`src/rtl/instruction_fetch_pkg.sv`:
```
// Shared fetch definitions.
// Widths, PC step and the buffer entry layout.
package instruction_fetch_pkg;

  localparam int INSTR_W = 32;
  localparam int ADDR_W = 32;
  localparam logic [ADDR_W-1:0] PC_STEP = 32'd4;
  localparam int DEPTH_DEFAULT = 2;

  typedef struct packed {
    logic [ADDR_W-1:0] pc;
    logic [INSTR_W-1:0] instr;
  } fetch_entry_t;

  localparam int ENTRY_W = $bits(fetch_entry_t);

endpackage

```
`src/rtl/fetch_fifo.sv`:
```
// Small in-order FIFO with flush.
// Power-of-two depth so pointers wrap naturally.
module fetch_fifo #(
  parameter int WIDTH = 32,
  parameter int DEPTH = 2
) (
  input  logic                     clk,
  input  logic                     rst,
  input  logic                     flush,
  input  logic                     push,
  input  logic [WIDTH-1:0]         pushData,
  input  logic                     pop,
  output logic [WIDTH-1:0]         popData,
  output logic                     full,
  output logic                     empty,
  output logic [$clog2(DEPTH):0]   count
);

  localparam int PW = $clog2(DEPTH);
  localparam int CW = PW + 1;

  logic [WIDTH-1:0] mem [DEPTH];
  logic [PW-1:0] wrPtr;
  logic [PW-1:0] rdPtr;
  logic doPush;
  logic doPop;

  assign full = (count == CW'(DEPTH));
  assign empty = (count == '0);
  assign doPush = push && !full;
  assign doPop = pop && !empty;
  assign popData = mem[rdPtr];

  always_ff @(posedge clk or posedge rst) begin
    if (rst) begin
      wrPtr <= '0;
      rdPtr <= '0;
      count <= '0;
      for (int i = 0; i < DEPTH; i++) begin
        mem[i] <= '0;
      end
    end else if (flush) begin
      wrPtr <= '0;
      rdPtr <= '0;
      count <= '0;
    end else begin
      if (doPush) begin
        mem[wrPtr] <= pushData;
        wrPtr <= wrPtr + PW'(1);
      end
      if (doPop) begin
        rdPtr <= rdPtr + PW'(1);
      end
      if (doPush && !doPop) begin
        count <= count + CW'(1);
      end else if (doPop && !doPush) begin
        count <= count - CW'(1);
      end
    end
  end

endmodule

```
`src/rtl/instruction_fetch.sv`:
```
// Instruction fetch: issues in-order memory reads and buffers
// returned words for decode, dropping responses killed by redirect.
module instruction_fetch
  import instruction_fetch_pkg::*;
#(
  parameter int DEPTH = DEPTH_DEFAULT
) (
  input  logic              clk,
  input  logic              rst,
  input  logic [ADDR_W-1:0] pc,
  output logic              pcAdvance,
  input  logic              redirect,
  output logic              memReqValid,
  output logic [ADDR_W-1:0] memReqAddr,
  input  logic              memReqReady,
  input  logic              memRespValid,
  input  logic [INSTR_W-1:0] memRespData,
  output logic              instrValid,
  output logic [INSTR_W-1:0] instrData,
  output logic [ADDR_W-1:0] instrPc,
  input  logic              instrReady
);

  localparam int CW = $clog2(DEPTH) + 1;

  logic [CW-1:0] outCnt;
  logic [CW-1:0] bufCnt;
  logic [CW-1:0] dropCnt;
  logic [CW:0] inUse;
  logic aqFull;
  logic aqEmpty;
  logic bufFull;
  logic bufEmpty;
  logic [ADDR_W-1:0] headAddr;
  fetch_entry_t bufIn;
  fetch_entry_t bufOut;
  logic misaligned;
  logic misSticky;
  logic accept;
  logic respPop;
  logic respKeep;
  logic xfer;

  assign inUse = {1'b0, outCnt} + {1'b0, bufCnt};
  assign misaligned = (pc[1:0] != 2'b00) || misSticky;

  assign memReqValid = !rst && !redirect && !misaligned
                    && !aqFull && !bufFull
                    && (inUse < (CW+1)'(DEPTH));
  assign memReqAddr = pc;
  assign accept = memReqValid && memReqReady;
  assign pcAdvance = accept;

  // Every response retires one queued address, kept or not.
  assign respPop = memRespValid && !aqEmpty;
  assign respKeep = respPop && (dropCnt == '0) && !redirect;

  assign instrValid = !rst && !redirect && !bufEmpty;
  assign xfer = instrValid && instrReady;

  assign bufIn = '{pc: headAddr, instr: memRespData};
  assign instrPc = bufOut.pc;
  assign instrData = bufOut.instr;

  always_ff @(posedge clk or posedge rst) begin
    if (rst) begin
      dropCnt <= '0;
      misSticky <= 1'b0;
    end else begin
      if (redirect) begin
        dropCnt <= outCnt - CW'(respPop);
      end else if (respPop && dropCnt != '0) begin
        dropCnt <= dropCnt - CW'(1);
      end
      misSticky <= redirect ? 1'b0 : misaligned;
    end
  end

  fetch_fifo #(
    .WIDTH(ADDR_W),
    .DEPTH(DEPTH)
  ) addrQ (
    .clk      (clk),
    .rst      (rst),
    .flush    (1'b0),
    .push     (accept),
    .pushData (pc),
    .pop      (respPop),
    .popData  (headAddr),
    .full     (aqFull),
    .empty    (aqEmpty),
    .count    (outCnt)
  );

  fetch_fifo #(
    .WIDTH(ENTRY_W),
    .DEPTH(DEPTH)
  ) instrBuf (
    .clk      (clk),
    .rst      (rst),
    .flush    (redirect),
    .push     (respKeep),
    .pushData (bufIn),
    .pop      (xfer),
    .popData  (bufOut),
    .full     (bufFull),
    .empty    (bufEmpty),
    .count    (bufCnt)
  );

endmodule
```
`config.mk`:
```
export PLATFORM = sky130hd
export DESIGN_NAME = instruction_fetch
export DESIGN_NICKNAME = d
export VERILOG_FILES = /design/src/rtl/instruction_fetch_pkg.sv /design/src/rtl/fetch_fifo.sv /design/src/rtl/instruction_fetch.sv
export SDC_FILE = /design/constraint.sdc
export NUM_CORES = 1
export LEC_CHECK = 0
export CAP_MARGIN = 10
export CELL_PAD_IN_SITES_DETAIL_PLACEMENT = 0
export CELL_PAD_IN_SITES_GLOBAL_PLACEMENT = 1
export CORE_MARGIN = 2
export CORE_UTILIZATION = 47
export CTS_CLUSTER_SIZE = 25
export DETAILED_ROUTE_END_ITERATION = 7
export PLACE_DENSITY_LB_ADDON = 0.1
export SETUP_SLACK_MARGIN = 0.4
export SLEW_MARGIN = 20
export SYNTH_ARGS = -nofsm -noshare
export SYNTH_HDL_FRONTEND = slang
export SYNTH_HIERARCHICAL = 1
export SYNTH_SLANG_ARGS = --single-unit
```
`constraint.sdc`:
```
create_clock -name clk -period 9.2 [get_ports clk]
set_input_delay 1.84 -clock clk [delete_from_list [all_inputs] [get_ports clk]]
set_output_delay 1.84 -clock clk [all_outputs]
set_load 0.01 [all_outputs]
```
==> impl_metrics.env <==
export IMPL_firstDrtPassIters=4
export IMPL_ff_latch_area_sq_um=5080
export IMPL_die_area_sq_um=21600
export IMPL_grt_util_met1=0.246
export IMPL_yosys_area_share_adder=0.00469
export IMPL_crit_start="redirect"
export IMPL_p_int_mw=1.52
export IMPL_drtAntennaViolNets=0
export IMPL_worstReg2RegEnd="addrQ/mem[36]"
export IMPL_area_growth_pct=24.1
export IMPL_min_period_ps=5550
export IMPL_use_met3=0.0301
export IMPL_yosys_area_top_type="dfrtp_1"
export IMPL_power_density_nw_per_um2=163
export IMPL_die_w_um=147
export IMPL_rows=52
export IMPL_yosysSeqAreaShare=0.529
export IMPL_clk_pin_slew_ps=60
export IMPL_n_fill_cell=1533
export IMPL_cts_resized=0
export IMPL_synth_mux_area_frac=0.375
export IMPL_path_cells="clkdlybuf4s50_1 > nor2_1 > and3_1 > and2_1 > clkdlybuf4s50_1"
export IMPL_routedWlPerCell_um=19.1
export IMPL_critical_path_max_stage_delay_ps=680
export IMPL_synth_compound_area_frac=0.0102
export IMPL_critPathArrivalTime_ps=3710
export IMPL_async_flop_share=1.00
export IMPL_diodes=0
export IMPL_synth_top_area_share=0.529
export IMPL_clock_power_share=0.422
export IMPL_sw_frac_of_total=0.220
export IMPL_ys_top_cells_by_area="dfrtp_1 53%, mux2_2 22%, mux2_4 14%"
export IMPL_dp_hpwl_um=12100
export IMPL_grt_pass1_vias=6064
export IMPL_holdBufCountCts=0
export IMPL_fin_worst_skew_ps=14.8
export IMPL_cts_root_buffer="clkbuf_16"
export IMPL_coreArea_sq_um=20100
export IMPL_start_kind="input pin"
export IMPL_io_pins=169
export IMPL_finalCritPeriodShare=0.603
export IMPL_synth_top_family_by_area="multiplexers"
export IMPL_end_kind="primary output"
export IMPL_htree_levels=1
export IMPL_syn_mean_instance_area_sq_um=15.4
export IMPL_path_common_cell="clkdlybuf4s50_1"
export IMPL_numCtsBuffers=23
export IMPL_cp_max_fo=13
export IMPL_rr_startpoint="addrQ/count[0]"
export IMPL_seq_power_share=0.485
export IMPL_yosys_area_share_simple=0.0262
export IMPL_antenna_found_initial=0
export IMPL_vdd_drop_max_uv=118
export IMPL_crit_type="in2out"
export IMPL_grt_busiest_layer="met2"
export IMPL_numPortBuffers=168
export IMPL_synth_cells=624
export IMPL_synth_edf_count=0
export IMPL_drv_cap=0
export IMPL_globalplace_congestion=0.711
export IMPL_synth_area_sq_um=9600
export IMPL_hold_viol=0
export IMPL_grt_max_degree=69
export IMPL_grt_pass1_wl_um=32600
export IMPL_clkLatencyLatePin_ps=500
export IMPL_vias_per_cell=5.19
export IMPL_final_nets=836
export IMPL_max_slew_margin=0.316
export IMPL_clock_sinks=203
export IMPL_rsz0062_at_grt="false"
export IMPL_synth_flop_cell="dfrtp_1"
export IMPL_setup_tns_ps=0
export IMPL_setup_violations=0
export IMPL_ys_types=45
export IMPL_final_common_cell="dfrtp_1"
export IMPL_overflow=0
export IMPL_r2r_setup_slack_ps=5400
export IMPL_synth_xor_xnor_area_share=0.00365
export IMPL_cp_required_ps=7360
export IMPL_die_y_um=147
export IMPL_reg2regPathDepth=9
export IMPL_place_area_sq_um=11200
export IMPL_worst_slew_pin_slew_ps=1030
export IMPL_critical_path_slowest_cell="clkdlybuf4s50_1"
export IMPL_leakage_nw=5.82
export IMPL_final_cell_mix="201 x dfrtp_1, 191 x mux2_2, 168 x clkdlybuf4s50_1"
export IMPL_multiInputGateArea_sq_um=4070
export IMPL_p_switching_mw=0.428
export IMPL_drt_iter0_markers=138
export IMPL_wirelength_um=20000
export IMPL_drv_slew=0
export IMPL_num_vias=5428
export IMPL_max_freq_mhz=180
export IMPL_pwr_share_comb=0.093
export IMPL_design_area_sq_um=11900
export IMPL_synth_seq_cells=203
export IMPL_clock_path_buffers=3
export IMPL_drc=0
export IMPL_ys_warn_count=6
export IMPL_holdCritPathClass="reg2reg"
export IMPL_fin_util=0.592
export IMPL_grtUsageMet2=0.330
export IMPL_drive_above_1_share=0.425
export IMPL_cts_tree="yes"
export IMPL_post_cts_setup_buffers=0
export IMPL_crit_end="pcAdvance"
export IMPL_grtUsageTotal=0.188
export IMPL_outcome="finished, final reports clean"
export IMPL_initial_core_util=0.477
metrics by stage:
step / instances / setup WS [ps] / total power [mW] / hold slack, ps
floorplan: 629 / 3830 / 1.06 / 454
global placement: 1008 / 3700 / 1.13 / 464
detailed placement: 1008 / 3670 / 1.14 / 481
CTS: 1045 / 3640 / 1.98 / 494
global route: 1045 / 3550 / 2.03 / 500
finish: 1045 / 3650 / 1.95 / 489
state kept, by name (all words and copies together), names as in the netlist:
| signal | cells |
|---|---|
| addrQ/count | 2 |
| addrQ/mem | 64 |
| addrQ/rdPtr | 1 |
| addrQ/wrPtr | 1 |
| dropCnt | 2 |
| instrBuf/count | 2 |
| instrBuf/mem | 128 |
| instrBuf/rdPtr | 1 |
| instrBuf/wrPtr | 1 |
| misSticky | 1 |
routing by layer:
| metal | vias up | part of all wire | wire, um |
|---|---|---|---|
| met5 | - | 0 | 0 |
| met4 | 0 | 0.016 | 325 |
| met3 | 26 | 0.043 | 863 |
| met2 | 126 | 0.51 | 10100 |
| met1 | 2819 | 0.43 | 8680 |
| li1 | 2457 | - | - |
cell type report:
class                   instances  area share
flip-flops and latches        203       0.427
repair buffers                173       0.144
well taps                     270      0.0284
clock inverters                 2     0.00116
clock buffers                  35      0.0546
inverters                       8     0.00294
multi-input cells             354       0.341
power by group through the flow:
| stage | combinational (mW) | clock (mW) | sequential [mW] |
|---|---|---|---|
| after detailed placement | 0.183 | 0 | 0.960 |
| after CTS | 0.184 | 0.851 | 0.944 |
| after global placement | 0.177 | 0 | 0.956 |
| final | 0.181 | 0.821 | 0.943 |
| after global routing | 0.196 | 0.888 | 0.947 |
| after floorplan | 0.102 | 0 | 0.954 |
critical path, delay by kind of cell:
kind,cells,cell delay (ps)
buffers and inverters,2,1260
and+or+nand+nor,3,600
synthesized netlist by cell type (2+ instances only):
cell type	n
buf_6	10
dfrtp_1	203
buf_4	33
nor2_1	8
mux2_1	7
nor3_1	2
clkbuf_1	11
nand2_1	2
a21oi_1	6
xor2_1	3
mux2_4	90
mux2_2	191
buf_2	9
ha_1	2
inv_1	8
or3_1	2
mux2i_1	2
o21ai_0	6
and2_1	3
worst min-delay path by stage:
stage | startpoint | to | slack [ps] | cells past startpoint
after floorplan | misSticky | misSticky | 450 | 2
after detailed placement | addrQ/mem[48] | addrQ/mem[48] | 480 | 1
after CTS | addrQ/mem[48] | addrQ/mem[48] | 490 | 1
final | addrQ/mem[48] | addrQ/mem[48] | 490 | 1
after global routing | addrQ/mem[48] | addrQ/mem[48] | 500 | 1
after global placement | instrBuf/mem[87] | instrBuf/mem[87] | 460 | 1
cell families after synthesis:
group                      Yosys count
AOI/OAI and AO/OA                   17
xor gates and xnor gates             4
adders and majority gates            3
buffers and inverters               72
DFF                                203
muxes                              290
other                                1
and+or+nand+nor                     34
Note: power is estimated with default switching activity, not from simulation.
